### src/rtl/classifier_helpers_frequency_to_bin_if.sv
// Request/result bundle for classifier_helpers_frequency_to_bin.
//   master : drives the request (recv_val/recv_freq/recv_fs) and accepts the result (send_rdy)
//   slave  : the converter itself; returns recv_rdy and the result (send_val/send_bin/send_sat)
interface classifier_helpers_frequency_to_bin_if #(
  parameter int BIT_WIDTH = 32,
  parameter int N_SAMPLES = 16
);
  localparam int LOG2_N_SAMPLES = $clog2(N_SAMPLES);

  logic                      recv_val;
  logic                      recv_rdy;
  logic [BIT_WIDTH-1:0]      recv_freq;
  logic [BIT_WIDTH-1:0]      recv_fs;
  logic                      send_val;
  logic                      send_rdy;
  logic [LOG2_N_SAMPLES-1:0] send_bin;
  logic                      send_sat;

  modport master (
    output recv_val, recv_freq, recv_fs, send_rdy,
    input  recv_rdy, send_val, send_bin, send_sat
  );

  modport slave (
    input  recv_val, recv_freq, recv_fs, send_rdy,
    output recv_rdy, send_val, send_bin, send_sat
  );
endinterface

### src/rtl/classifier_helpers_frequency_to_bin.sv
// classifier_helpers_frequency_to_bin
// Maps a frequency to the FFT bin it falls in, for bins placed at
// bin_freq(b) = floor(b * fs / 2^(LOG2_N_SAMPLES+1)). A binary search resolves
// one index bit per cycle, from the MSB down.
// Ports:
//   clk, reset : clock, synchronous active-high reset
//   bus (slave): recv_val/recv_rdy/recv_freq/recv_fs request,
//                send_val/send_rdy/send_bin/send_sat result (sat = 2*freq >= fs)
// Build option: CLASSIFIER_FREQ_BIN_ROUND_EN adds a ROUND state after the search.
// This state rounds the result to the nearest bin. Ties round down.
//
// state  | meaning
// IDLE   | recv_rdy high, waiting for a request
// SEARCH | resolving one index bit per cycle, MSB first
// ROUND  | (ROUND_EN only) move to b+1 when it is strictly nearer
// DONE   | result presented, waiting for send_rdy
module classifier_helpers_frequency_to_bin #(
  parameter int BIT_WIDTH = 32,
  parameter int N_SAMPLES = 16
) (
  input logic                                 clk,
  input logic                                 reset,
  classifier_helpers_frequency_to_bin_if.slave bus
);
  localparam int LOG2_N_SAMPLES = $clog2(N_SAMPLES);
  localparam int PW             = LOG2_N_SAMPLES + BIT_WIDTH;

  if ((N_SAMPLES < 2) || ((N_SAMPLES & (N_SAMPLES - 1)) != 0)) begin : g_bad_n_samples
    $error("N_SAMPLES must be a power of 2 and >= 2");
  end

`ifdef CLASSIFIER_FREQ_BIN_ROUND_EN
  typedef enum logic [1:0] {S_IDLE, S_SEARCH, S_ROUND, S_DONE} state_t;
`else
  typedef enum logic [1:0] {S_IDLE, S_SEARCH, S_DONE} state_t;
`endif

  // The product b*fs needs LOG2_N_SAMPLES+BIT_WIDTH bits. Extend it before the multiply, so it never wraps.
  function automatic logic [PW-1:0] bin_freq(input logic [LOG2_N_SAMPLES-1:0] b,
                                             input logic [BIT_WIDTH-1:0]      fs);
    logic [PW-1:0] prod;
    prod = PW'(b) * PW'(fs);
    return prod >> (LOG2_N_SAMPLES + 1);
  endfunction

  state_t                    state_q, state_d;
  logic [BIT_WIDTH-1:0]      freq_q, freq_d;
  logic [BIT_WIDTH-1:0]      fs_q, fs_d;
  logic [LOG2_N_SAMPLES-1:0] idx_q, idx_d;
  // Bit pointer stored one-hot. The last search step is the cycle where mask_q[0] is set.
  logic [LOG2_N_SAMPLES-1:0] mask_q, mask_d;
  logic                      recv_rdy_q, recv_rdy_d;
  logic                      send_val_q, send_val_d;
  logic [LOG2_N_SAMPLES-1:0] send_bin_q, send_bin_d;
  logic                      send_sat_q, send_sat_d;

  logic [LOG2_N_SAMPLES-1:0] trial;
  logic                      trial_ok;
  logic [BIT_WIDTH:0]        freq_x2;
  logic                      sat;

  assign trial    = idx_q | mask_q;
  assign trial_ok = bin_freq(trial, fs_q) <= PW'(freq_q);
  assign freq_x2  = {freq_q, 1'b0};
  assign sat      = freq_x2 >= {1'b0, fs_q};

`ifdef CLASSIFIER_FREQ_BIN_ROUND_EN
  logic [LOG2_N_SAMPLES-1:0] idx_inc;
  logic [PW-1:0]             bf_lo, bf_hi;
  logic                      round_up;

  // After the floor search, bf_lo <= freq < bf_hi holds whenever idx_q is not the top bin.
  // Both subtractions are therefore non-negative.
  assign idx_inc  = idx_q + LOG2_N_SAMPLES'(1);
  assign bf_lo    = bin_freq(idx_q, fs_q);
  assign bf_hi    = bin_freq(idx_inc, fs_q);
  assign round_up = (idx_q != {LOG2_N_SAMPLES{1'b1}}) &&
                    ((PW'(freq_q) - bf_lo) > (bf_hi - PW'(freq_q)));
`endif

  always_comb begin
    state_d    = state_q;
    freq_d     = freq_q;
    fs_d       = fs_q;
    idx_d      = idx_q;
    mask_d     = mask_q;
    send_bin_d = send_bin_q;
    send_sat_d = send_sat_q;
    case (state_q)
      S_IDLE: begin
        if (bus.recv_val && recv_rdy_q) begin
          freq_d  = bus.recv_freq;
          fs_d    = bus.recv_fs;
          idx_d   = '0;
          mask_d  = LOG2_N_SAMPLES'(1) << (LOG2_N_SAMPLES - 1);
          state_d = S_SEARCH;
        end
      end
      S_SEARCH: begin
        if (trial_ok) idx_d = trial;
        mask_d = mask_q >> 1;
        if (mask_q[0]) begin
`ifdef CLASSIFIER_FREQ_BIN_ROUND_EN
          state_d    = S_ROUND;
`else
          send_bin_d = trial_ok ? trial : idx_q;
          send_sat_d = sat;
          state_d    = S_DONE;
`endif
        end
      end
`ifdef CLASSIFIER_FREQ_BIN_ROUND_EN
      S_ROUND: begin
        send_bin_d = round_up ? idx_inc : idx_q;
        send_sat_d = sat;
        state_d    = S_DONE;
      end
`endif
      S_DONE: begin
        if (send_val_q && bus.send_rdy) state_d = S_IDLE;
      end
      default: state_d = S_IDLE;
    endcase
    // Handshake outputs are registered from the next state, so they line up with the state flop.
    recv_rdy_d = (state_d == S_IDLE);
    send_val_d = (state_d == S_DONE);
  end

  always_ff @(posedge clk) begin
    if (reset) begin
      state_q    <= S_IDLE;
      freq_q     <= '0;
      fs_q       <= '0;
      idx_q      <= '0;
      mask_q     <= '0;
      recv_rdy_q <= 1'b1;
      send_val_q <= 1'b0;
      send_bin_q <= '0;
      send_sat_q <= 1'b0;
    end else begin
      state_q    <= state_d;
      freq_q     <= freq_d;
      fs_q       <= fs_d;
      idx_q      <= idx_d;
      mask_q     <= mask_d;
      recv_rdy_q <= recv_rdy_d;
      send_val_q <= send_val_d;
      send_bin_q <= send_bin_d;
      send_sat_q <= send_sat_d;
    end
  end

  assign bus.recv_rdy = recv_rdy_q;
  assign bus.send_val = send_val_q;
  assign bus.send_bin = send_bin_q;
  assign bus.send_sat = send_sat_q;
endmodule
### src/flat_wrapper.sv
// flat-port wrapper written by rule: the top's interface ports become plain ports
module classifier_helpers_frequency_to_bin_flat 
#(
  parameter int BIT_WIDTH = 32,
  parameter int N_SAMPLES = 16
)
  (clk, reset, bus_recv_val, bus_recv_freq, bus_recv_fs, bus_send_rdy, bus_recv_rdy, bus_send_val, bus_send_bin, bus_send_sat);
  classifier_helpers_frequency_to_bin_if #(.BIT_WIDTH(BIT_WIDTH), .N_SAMPLES(N_SAMPLES)) bus_i ();
  input logic clk;
  input logic reset;
  input wire logic [$bits(bus_i.recv_val)-1:0] bus_recv_val;
  input wire logic [$bits(bus_i.recv_freq)-1:0] bus_recv_freq;
  input wire logic [$bits(bus_i.recv_fs)-1:0] bus_recv_fs;
  input wire logic [$bits(bus_i.send_rdy)-1:0] bus_send_rdy;
  output wire logic [$bits(bus_i.recv_rdy)-1:0] bus_recv_rdy;
  output wire logic [$bits(bus_i.send_val)-1:0] bus_send_val;
  output wire logic [$bits(bus_i.send_bin)-1:0] bus_send_bin;
  output wire logic [$bits(bus_i.send_sat)-1:0] bus_send_sat;
  assign bus_i.recv_val = bus_recv_val;
  assign bus_i.recv_freq = bus_recv_freq;
  assign bus_i.recv_fs = bus_recv_fs;
  assign bus_i.send_rdy = bus_send_rdy;
  assign bus_recv_rdy = bus_i.recv_rdy;
  assign bus_send_val = bus_i.send_val;
  assign bus_send_bin = bus_i.send_bin;
  assign bus_send_sat = bus_i.send_sat;
  classifier_helpers_frequency_to_bin #(.BIT_WIDTH(BIT_WIDTH), .N_SAMPLES(N_SAMPLES)) u_core (.clk(clk), .reset(reset), .bus(bus_i));
endmodule
### config.mk
export PLATFORM = sky130hd
export DESIGN_NAME = classifier_helpers_frequency_to_bin_flat
export DESIGN_NICKNAME = d
export VERILOG_FILES = /design/src/rtl/classifier_helpers_frequency_to_bin_if.sv /design/src/rtl/classifier_helpers_frequency_to_bin.sv /design/src/flat_wrapper.sv
export SDC_FILE = /design/constraint.sdc
export NUM_CORES = 1
export LEC_CHECK = 0
export ABC_AREA = 1
export CAP_MARGIN = 15
export CELL_PAD_IN_SITES_DETAIL_PLACEMENT = 1
export CELL_PAD_IN_SITES_GLOBAL_PLACEMENT = 2
export CORE_UTILIZATION = 34
export CTS_CLUSTER_SIZE = 14
export DETAILED_ROUTE_END_ITERATION = 8
export GPL_TIMING_DRIVEN = 0
export HOLD_SLACK_MARGIN = 0.03
export MAX_ROUTING_LAYER = met4
export PLACE_DENSITY_LB_ADDON = 0.1
export SLEW_MARGIN = 20
export SYNTH_ARGS = -nofsm -noshare
export SYNTH_HDL_FRONTEND = slang
export SYNTH_SLANG_ARGS = --single-unit
### constraint.sdc
create_clock -name clk -period 6 [get_ports clk]
set_clock_uncertainty 0.1 [all_clocks]
set_input_delay 1.2 -clock clk [delete_from_list [all_inputs] [get_ports clk]]
set_output_delay 1.2 -clock clk [all_outputs]
set_load 0.01 [all_outputs]
======== Word level (Yosys, flattened, before mapping) ========
Index checks and enable logic that the tools add are counted.
storage, ports and cells
  input port bits ......................... 68
  output and inout bits ................... 7
  bits in registers ....................... 81
  logic and storage cells ................. 34
cells by class
  bitwise operators ....................... 1
  reductions and logical operators ........ 8
  mux-type cells .......................... 9
  $mul .................................... 1
  $lt $le $gt $ge ......................... 2
  equal/unequal tests ..................... 4
operators with widths
  kind                  number
  $mul A4 B32 Y36       1
  $ge A33 B32 Y1        1
  $le A31 B32 Y1        1
  $pmux W4 S2           2
  $mux W4               3
  $mux W2               3
  $pmux W2 S3           1
  $reduce_and A2 Y1     3
  $eq A2 B2 Y1 const B  2
  $logic_not A2 Y1      2
  $or A4 B4 Y4          1
  $eq A2 B1 Y1 const B  1
  $logic_and A1 B1 Y1   2
  $ne A2 B1 Y1 const B  1
  $reduce_bool A2 Y1    1

======== Longest topological paths before layout ========
Gate-level depths: netlist of run 1.
  word-level depth ........................ 5
  mapped depth ............................ 32
  gate-level depth less buffers ........... 30

======== Worst setup path before layout of run 1 ========
No wires, ideal clock.
  kind .................................... reg2reg
  from .................................... register u_core.idx_q[1]
  to ...................................... register u_core.send_bin_q[2] (netlist: u_core.bus.send_bin[2])
  buffers on the path ..................... 2
  library setup time ...................... 70 ps
  required time ........................... 5830 ps
  data arrival time ....................... 4684 ps
  cell stages (with the launch flop) ...... 30
  slack ................................... 1147 ps
  clock period less this slack ............ 4853 ps
  cell sequence ........................... dfxtp_1 -> nor2_4 -> clkbuf_1 -> clkbuf_1 -> nor2_1 -> fa_1 -> inv_1 -> fa_1 -> inv_1 -> ha_1 -> nand2_1 -> inv_1 -> a21oi_1 -> nor2_1 -> nor2_1 -> nand2_2 -> nand2_2 -> nand2_2 -> nand2_1 -> nand2_1 -> xor2_1 -> ha_1 -> nand2_1 -> nor2_1 -> nand2_1 -> nor4_2 -> nand4_1 -> nand3_1 -> nand2_1 -> a21oi_1
between the ends
  cells in the longest elaborated chain, start to end .. 4
RTL lines
  element                 line                                        text
  from (decl)             classifier_helpers_frequency_to_bin.sv:49   logic [LOG2_N_SAMPLES-1:0] idx_q, idx_d;
  from (signal assigned)  classifier_helpers_frequency_to_bin.sv:144  idx_q <= idx_d;
  $or A4 B4 Y4            classifier_helpers_frequency_to_bin.sv:62   assign trial = idx_q | mask_q;
  $mul A4 B32 Y36         classifier_helpers_frequency_to_bin.sv:42   prod = PW'(b) * PW'(fs);
  $le A31 B32 Y1          classifier_helpers_frequency_to_bin.sv:63   assign trial_ok = bin_freq(trial, fs_q) <= PW'(freq_q);
  $mux W4                 -
  to (signal assigned)    classifier_helpers_frequency_to_bin.sv:148  send_bin_q <= send_bin_d;
  to (decl)               classifier_helpers_frequency_to_bin.sv:54   logic [LOG2_N_SAMPLES-1:0] send_bin_q, send_bin_d;
Every way passes these cells.
A chain may end at the register's enable or synchronous reset.

======== Worst setup path in the final report of run 1 ========
  from .................................... register u_core.idx_q[3]
  to ...................................... register u_core.send_bin_q[0] (netlist: u_core.bus.send_bin[0])
The elaborated chain is that of the path after synthesis.

==> results of run 1 <==
final cells by class:
type | instances | share of cell area
multi-input cells | 875 | 0.593
well taps | 324 | 0.0406
inverters | 209 | 0.0786
plain buffers | 33 | 0.0182
clock inverters | 7 | 0.00815
flip-flops and latches | 81 | 0.163
clock buffers | 9 | 0.0226
repair buffers | 77 | 0.0765
worst min-delay path, delay by kind of cell (launching register included):
kind | cells | cell delay, ps
AOI/OAI and AO/OA | 1 | 50
DFF | 1 | 320
and+or+nand+nor | 1 | 60
through the flow:
stage / std cells / TNS, ps / area (um2) / worst slack (ps)
2_1_floorplan: 1199 / 0 / 8410 / 1150
3_3_place_gp: 1597 / -7320 / 9560 / -949
3_5_place_dp: 1597 / -7110 / 9560 / -913
4_1_cts: 1615 / 0 / 9930 / 36.0
5_1_grt: 1615 / 0 / 9980 / 23.3
6_report: 1615 / 0 / 9980 / 379
where the power goes:
group / internal (W) / switching, W / total, W / leakage, nW
registers: 0.000590 / 0.0000388 / 0.000628 / 0.668
logic: 0.000208 / 0.000364 / 0.000572 / 3.97
clock network: 0.000299 / 0.000312 / 0.000611 / 0.150
how the worst min path moves through the flow:
stage                                     end  slack (ps)
final                     u_core.bus.send_sat         380
after global routing      u_core.bus.send_sat         420
after CTS                 u_core.bus.send_sat         380
after detailed placement  u_core.bus.send_sat         370
after global placement    u_core.bus.send_sat         350
after floorplan              u_core.mask_q[2]         350
cells in the final DEF, fill, tap and decap left out, types with 4 or more instances in the layout:
cell / instances
buf_4: 5
buf_2: 8
nor2_1: 132
clkbuf_1: 17
o21a_1: 6
nor2_4: 5
nand2_2: 14
nand4_1: 8
xor2_1: 17
dfxtp_1: 80
clkdlybuf4s50_1: 74
nand2_1: 210
nand3_1: 25
inv_1: 207
nor3_1: 10
ha_1: 100
nor2_2: 4
clkbuf_16: 9
a21oi_1: 141
xnor2_1: 4
o21ai_1: 6
a21o_1: 10
fa_1: 59
o21ai_0: 91
o21bai_1: 6
kinds of logic (layout without fill, tap and decap cells):
group / after synthesis / after routing
and+or+nand+nor: 419 / 419
adders and majority gates: 159 / 159
buffers and inverters: 243 / 335
AOI/OAI and AO/OA: 275 / 275
xor gates and xnor gates: 22 / 22
DFF: 81 / 81
timing repair:
action                                  CTS  global route
setup buffers                             2             1
gates resized for setup                  17            30
endpoints found under the setup margin    8             8
pin swaps                                 2             1
per-layer routing:
metal,track usage,up-vias
met4,0.0603,0
met5,-,-
li1,-,4000
met3,0.0274,32
met1,0.321,3872
met2,0.448,111
Yosys cell counts, types with 2 or more instances:
| library cell | instances |
|---|---|
| nand2_1 | 211 |
| o21ai_1 | 4 |
| inv_1 | 207 |
| clkbuf_1 | 26 |
| a21boi_0 | 2 |
| nand2_2 | 13 |
| a21oi_1 | 143 |
| nor3_2 | 2 |
| o21bai_1 | 6 |
| nor3_1 | 10 |
| buf_2 | 8 |
| a21o_1 | 10 |
| a31oi_1 | 3 |
| xnor2_1 | 4 |
| nand4_1 | 8 |
| nand3_1 | 25 |
| dfxtp_1 | 81 |
| o21a_1 | 6 |
| nor4_1 | 2 |
| inv_2 | 2 |
| a211oi_1 | 3 |
| fa_1 | 59 |
| ha_1 | 100 |
| and3_1 | 2 |
| nor2_4 | 3 |
| o21ai_0 | 93 |
| xor2_1 | 17 |
| nor2_1 | 135 |
| nor2_2 | 3 |
registers in the layout, summed over array words and instances, names as in the netlist:
name / count
u_core.freq_q: 32
u_core.fs_q: 32
u_core.bus.send_bin: 4
u_core.idx_q: 4
u_core.mask_q: 4
u_core.state_q: 2
u_core.bus.recv_rdy: 1
u_core.bus.send_sat: 1
u_core.bus.send_val: 1
==> results.yml, run 1 <==
route:
  drt_wl_total_um: 30100
  wl_met1_um: 14100
  ant_nets: 0
  drcViolationCount: 0
  highest_layer: "met4"
  drtPass1Iterations: 4
  wl_met3_um: 639
  via_count: 8015
  wl_met2_um: 14800
  via_per_inst: 4.96
  dr.first_iter.drc_count: 368
  wire_per_inst_um: 18.6
timing:
  setup_viol: 0
  whs_ps: 377
  relSlewSlack: 0.439
  rsz0062_at_grt: "false"
  hold_violations: 0
  drv_slew: 0
  max_freq_mhz: 178
  fin_crit_ps: 5620
  worst_pin_slew_ps: 841
  finalCritPeriodShare: 0.937
power_and_ir_drop:
  leakage_nw: 4.78
  powerDensity_nw_per_um2: 182
  p_total_w: 0.00181
  peakVddDrop_uv: 114
worst_setup_path:
  critical_path.top_delay_family: "adder cells"
  path_class: "flop to flop"
  r2r_end: "u_core.bus.send_bin[0]"
  cp_slowest_cell: "fa_1"
  worst_setup_path_start_kind: "flop"
  crit-reg2reg-launch: "u_core.idx_q[3]"
  cp.depth: 27
  reg2regPathDepth: 27
  setup.worst_path.start: "u_core.idx_q[3]"
  cp-endpoint: "u_core.bus.send_bin[0]"
  path_max_fanout: 10
  r2r_slack_ps: 380
  critPathMaxStageDelay_ps: 560
  endpoint_kind: "flop"
  cpMostUsedCell: "nand2_1"
  path_buf_inv: 5
  crit_arrival_ps: 5800
  crit_required_ps: 6180
place:
  portBuffers: 74
  dp_hpwl_um: 25200
  gp_congestion: 0.897
synth:
  yosysWarnings: 0
  synth_cell_types: 40
  synthXorXnorAreaFrac: 0.0238
  synth_edf_count: 0
  synth_cells: 1199
  syn-mean-instance-area_um2: 7.02
  ys_seq_area_frac: 0.193
  synth-seq-cells: 81
  synth-async-reset-ratio: 0
  synth-main-ff-cell: "dfxtp_1"
  synth_top_area_cell: "dfxtp_1"
  synth_nets: 1426
  synth_compound_area_frac: 0.175
  synth-simple-area-share: 0.210
  synth_top_area_share: 0.193
  synth_top_family_by_area: "adder cells"
  synthAdderAreaFrac: 0.289
  synthMuxAreaShare: 0
  synthTopCellsByArea: "dfxtp_1 19%, ha_1 15%, fa_1 14%"
  synthesis.area_um2: 8410
grt:
  grt.overflow.total: 0
  grt_pass1_wl_um: 48200
  antenna_found_initial: 1
  grt_pass1_vias: 8755
  grt_max_degree: 19
  grt_use_total: 0.258
clocking:
  insertion_delay_ps: 370
  cts_buffers: 9
  h-tree-depth: 3
  clkTransAtPathRegs_ps: 90
  cts_hold_buffers: 0
  clock_sinks: 81
  cts_buffer_depth: 2
  root_buffer: "clkbuf_16"
  cts_tree: "built"
finish:
  fill_cells: 3132
  drive_above_1_share: 0.0573
  syn_to_final_growth_pct: 18.6
  seq_area_um2: 1620
  post-route-util: 0.410
  antennaDiodeCount: 0
  finalNetCount: 1513
  multi_input_area_um2: 5920
die:
  coreArea_um2: 24300
  start_util: 0.346
  ios: 75
  fp-row-count: 57
  die_area_um2: 25400
  chipWidth_um: 159
  die-height_um: 159
worst_hold_path:
  min_from: "u_core.bus.send_sat"
  holdPathStages: 2
  min_path_type: "flop to flop"
run:
  max_cap_violations: 0
status:
  status: "complete, no violations"
Power figures use the tool's default switching activity.
==> run 2, diff against run 1 <==
Settings changed: ABC_CLOCK_PERIOD_IN_PS set to 6000, CORE_UTILIZATION 34 to 37, DONT_BUFFER_PORTS set to 1.
==> run 2 against run 1 <==
Compared with the run above: the run now ends with design-rule violations left; via count shrank 3.1%; setup slack worse by 38 ps; power down 0.21%; combinational power decreased by 8.7%; sequential share of layout area increased by 1.4 points; clock power increased by 7.4%; sequential power hardly changed; critical path depth did not move; non-clock buffer count shrank 73.
==> results.yml, run 2 (synthesis results as in run 1) <==
status:
  status: "finished with violations"
  violations: "design-rule violations"
worst_setup_path:
  crit_arrival_ps: 5820
  cpMostUsedCell: "nand2_1"
  critPathMaxStageDelay_ps: 520
  reg2regPathDepth: 27
  critical_path.top_delay_family: "adder cells"
  path_buf_inv: 6
  cp_slowest_cell: "fa_1"
  cp.depth: 27
  endpoint_kind: "flop"
  worst_setup_path_start_kind: "flop"
  crit_required_ps: 6160
  path_class: "flop to flop"
  path_max_fanout: 10
place:
  portBuffers: 0
  gp_congestion: 0.922
  place_area_um2: 8760
  dp_cells: 1479
  place_ws_ps: -759
  dp_hpwl_um: 24800
power_and_ir_drop:
  peakVddDrop_uv: 148
  powerDensity_nw_per_um2: 197
  switching_share: 0.375
  p_clk_frac: 0.363
  pwr-share-comb: 0.289
  switching_power_w: 0.000677
  seqPwrFrac: 0.348
  internal_power_w: 0.00113
  leakage_nw: 4.51
clocking:
  h-tree-depth: 3
  cts_buffers: 9
  clkTransAtPathRegs_ps: 80
  cts_tree: "built"
  clock_sinks: 81
  cts_buffer_depth: 2
  root_buffer: "clkbuf_16"
  insertion_delay_ps: 360
  cts_hold_buffers: 0
die:
  fp-row-count: 54
  die-height_um: 153
  start_util: 0.381
  chipWidth_um: 153
  die_area_um2: 23300
  ios: 75
  coreArea_um2: 22100
finish:
  mostFrequentLayoutCells: "210 x nand2_1, 207 x inv_1, 141 x a21oi_1"
  syn_to_final_growth_pct: 9.28
  layout_commonest_cell: "nand2_1"
  reg.largest.list: "u_core.freq_q (32), u_core.fs_q (32)"
  design_area_um2: 9200
  layout.cells.non_filler: 1500
  finalNetCount: 1440
  drive_above_1_share: 0.0591
route:
  via_per_inst: 5.18
  wire_per_inst_um: 19.6
  ant_nets: 0
  dr.first_iter.drc_count: 278
  via_count: 7767
  drt_wl_total_um: 29400
  drcViolationCount: 8
  drtPass1Iterations: 6
worst_hold_path:
  holdPathStages: 2
  min_path_type: "flop to flop"
timing:
  hold_violations: 0
  setup_viol: 0
  finalCritPeriodShare: 0.943
  relSlewSlack: 0.480
  rsz0062_at_grt: "false"
  fin_crit_ps: 5660
  fin_setup_tns_ps: 0
  drv_slew: 0
  layout_setup_ws_ps: 341
  max_freq_mhz: 177
  worst_pin_slew_ps: 781
grt:
  grt.overflow.total: 0
  grt_max_degree: 17
  grt_pass1_wl_um: 47100
  grt_pass1_vias: 8289
  grt_use_total: 0.276
  antenna_found_initial: 2
run:
  max_cap_violations: 0
==> run 2: layout make-up <==
class	count	area [um2]
Multi-Input combinational cell	875	5900
Clock buffer	9	225
Sequential cell	81	1620
Clock inverter	7	106
Tap cell	280	350
Timing Repair Buffer	4	30.0
Buffer	33	168
Fill cell	2807	12900
Antenna cell	2	5.00
Inverter	209	785
==> run 2: through the flow <==
| step | hold WS, ps | power (W) | utilization |
|---|---|---|---|
| final | 401 | 0.00181 | 0.416 |
| after global routing | 425 | 0.00192 | 0.416 |
| after CTS | 393 | 0.00183 | 0.413 |
| after detailed placement | 379 | 0.00116 | 0.397 |
| after global placement | 375 | 0.00115 | 0.397 |
| after floorplan | 353 | 0.000981 | - |
==> run 2: tightest hold or removal path: stages (launching register included) <==
cell and delay, ps:
dfxtp_1 320, inv_1 80, a21oi_1 60
==> run 2: what timing repair did <==
action | in CTS | in global routing
setup endpoints to repair | 8 | 8
pin swaps | 1 | 3
gates resized for setup | 12 | 27
setup buffers | 1 | 3
==> run 2: power by group through the flow <==
stage          Clock, W  Sequential (W)  Combinational [W]
2_1_floorplan         0        0.000626           0.000355
3_3_place_gp          0        0.000640           0.000508
3_5_place_dp          0        0.000641           0.000519
4_1_cts        0.000672        0.000629           0.000528
5_1_grt        0.000686        0.000635           0.000603
6_report       0.000656        0.000630           0.000522
==> run 2: final timing paths <==
kind                            slack [ps]                      to         startpoint
worst max-delay path                   340  u_core.bus.send_bin[0]    u_core.idx_q[2]
worst min-delay path                   400       u_core.freq_q[20]  u_core.freq_q[20]
worst max register to register         340  u_core.bus.send_bin[0]    u_core.idx_q[2]
worst min register to register         400       u_core.freq_q[20]  u_core.freq_q[20]
==> run 2: per-layer routing <==
layer | share of wire | track usage
met1 | 0.46 | 0.345
met2 | 0.48 | 0.464
met3 | 0.037 | 0.0401
met4 | 0.019 | 0.0731
met5 | 0 | -
==> run 3, diff against run 2 <==
Settings changed: CORE_MARGIN set to 3.
==> run 3 against run 2 <==
Compared with the run above: cell count hardly changed; clock-buffer cell count stayed put; combinational power is 1% higher; critical path depth is 2 higher; the flow now finishes without violations; final area hardly changed; critical path type unchanged; largest cell class unchanged; via count is 0.39% higher.
==> results.yml, run 3 (synthesis results as in run 1) <==
status:
  status: "complete, no violations"
grt:
  grt.overflow.total: 0
  grt_pass1_vias: 8557
  antenna_found_initial: 2
  grt_pass1_wl_um: 46900
  grt_use_total: 0.259
  grt_max_degree: 19
worst_setup_path:
  crit_required_ps: 6170
  path_class: "flop to flop"
  r2r_end: "u_core.bus.send_bin[0]"
  cp_slowest_cell: "fa_1"
  worst_setup_path_start_kind: "flop"
  critPathMaxStageDelay_ps: 500
  endpoint_kind: "flop"
  crit-reg2reg-launch: "u_core.mask_q[1]"
  path_max_fanout: 10
  r2r_slack_ps: 430
  reg2regPathDepth: 29
  crit_arrival_ps: 5740
route:
  via_count: 7797
  wl_met3_um: 986
  drtPass1Iterations: 5
  via_per_inst: 5.19
  wl_met2_um: 14600
  wire_per_inst_um: 19.9
  drcViolationCount: 0
  highest_layer: "met4"
  dr.first_iter.drc_count: 311
  wl_met1_um: 13800
  drt_wl_total_um: 29900
  ant_nets: 0
worst_hold_path:
  hold_end: "u_core.freq_q[1]"
  holdPathStages: 2
  min_path_type: "flop to flop"
  min_from: "u_core.freq_q[1]"
power_and_ir_drop:
  peakVddDrop_uv: 117
  switching_share: 0.400
  internal_power_w: 0.00106
  seqPwrFrac: 0.357
  leakage_nw: 4.50
  powerDensity_nw_per_um2: 192
  p_clk_frac: 0.344
  switching_power_w: 0.000704
  pwr-share-comb: 0.300
clocking:
  insertion_delay_ps: 360
  root_buffer: "clkbuf_16"
  cts_tree: "built"
  clkTransAtPathRegs_ps: 80
  clock_sinks: 81
  cts_buffers: 9
  h-tree-depth: 3
  cts_buffer_depth: 2
  cts_hold_buffers: 0
die:
  ios: 75
  coreArea_um2: 22100
  chipWidth_um: 157
  die_area_um2: 24600
  die-height_um: 157
  start_util: 0.381
  fp-row-count: 54
finish:
  layout.cells.non_filler: 1501
  drive_above_1_share: 0.0608
  seq_area_um2: 1620
  syn_to_final_growth_pct: 9.17
  fill_cells: 2846
  multi_input_area_um2: 5910
  layout_commonest_cell: "nand2_1"
  mostFrequentLayoutCells: "209 x nand2_1, 207 x inv_1, 140 x a21oi_1"
  reg.largest.list: "u_core.freq_q (32), u_core.fs_q (32)"
  finalNetCount: 1440
  post-route-util: 0.416
timing:
  hold_violations: 0
  finalCritPeriodShare: 0.928
  fin_crit_ps: 5570
  drv_slew: 0
  worst_pin_slew_ps: 856
  setup_viol: 0
  relSlewSlack: 0.429
  max_freq_mhz: 180
  fin_setup_tns_ps: 0
place:
  portBuffers: 0
  dp_hpwl_um: 24900
  gp_congestion: 0.884
  dp_cells: 1479
run:
  max_cap_violations: 0
[run 3: changes by cell type in the layout (fill, tap and decap cells not counted), moves of 2 or more]
cell / previous run / this run
inv_6: 3 / 1
buf_6: 1 / 3
bufinv_16: 2 / 0
clkinv_8: 0 / 2
inv_8: 1 / 3
clkbuf_4: 4 / 2
[run 3: how the worst max path moves through the flow]
stage,startpoint,end,slack [ps],cells past startpoint
2_1_floorplan,u_core.idx_q[1],u_core.bus.send_bin[2],1150,29
3_3_place_gp,u_core.idx_q[1],u_core.idx_q[0],-780,26
3_5_place_dp,u_core.idx_q[1],u_core.idx_q[0],-820,26
4_1_cts,u_core.idx_q[1],u_core.bus.send_bin[0],0.3,31
5_1_grt,u_core.mask_q[1],u_core.bus.send_bin[0],-7,31
6_report,u_core.mask_q[1],u_core.bus.send_bin[0],430,29
[run 3: critical path: cells and delay by family (launching register included)]
kind / cells / cell delay, ps
compound gates: 3 / 550
xor+xnor: 1 / 160
fa+ha+maj: 4 / 1670
buf+inv: 5 / 690
flops: 1 / 420
simple gates: 16 / 1860
[run 3: repair_timing]
action,4_1_cts,5_1_grt
buffers inserted,2,1
pin swaps,2,2
setup endpoints to repair,8,8
resized for setup,12,35
[run 3: power groups by stage]
| stage | combinational [W] | sequential, W | clock [W] |
|---|---|---|---|
| 3_5_place_dp | 0.000521 | 0.000640 | 0 |
| 5_1_grt | 0.000610 | 0.000636 | 0.000641 |
| 2_1_floorplan | 0.000355 | 0.000626 | 0 |
| 4_1_cts | 0.000530 | 0.000628 | 0.000624 |
| 3_3_place_gp | 0.000508 | 0.000640 | 0 |
| 6_report | 0.000528 | 0.000629 | 0.000606 |
[run 3: per-layer routing]
metal	vias up	GRT usage
li1	3875	-
met4	0	0.0542
met1	3777	0.331
met2	117	0.442
met5	-	-
met3	28	0.0313
[run 3: layout make-up]
cell class / count / share of cell area
inverter: 209 / 0.0854
sequential: 81 / 0.177
antenna: 3 / 0.000817
clock buffer: 9 / 0.0245
buffer: 34 / 0.0196
multi-input combinational: 875 / 0.643
tap: 280 / 0.0381
timing repair buffer: 3 / 0.00245
clock inverter: 7 / 0.00913
[run 3: through the flow]
step | instance area [um2] | hold WS (ps) | total power [W] | setup slack (ps)
floorplan | 8410 | 353 | 0.000981 | 1150
global placement | 8760 | 377 | 0.00115 | -779
detailed placement | 8760 | 381 | 0.00116 | -819
CTS | 9110 | 393 | 0.00178 | 0.272
global route | 9180 | 426 | 0.00189 | -7.13
finish | 9190 | 406 | 0.00176 | 431
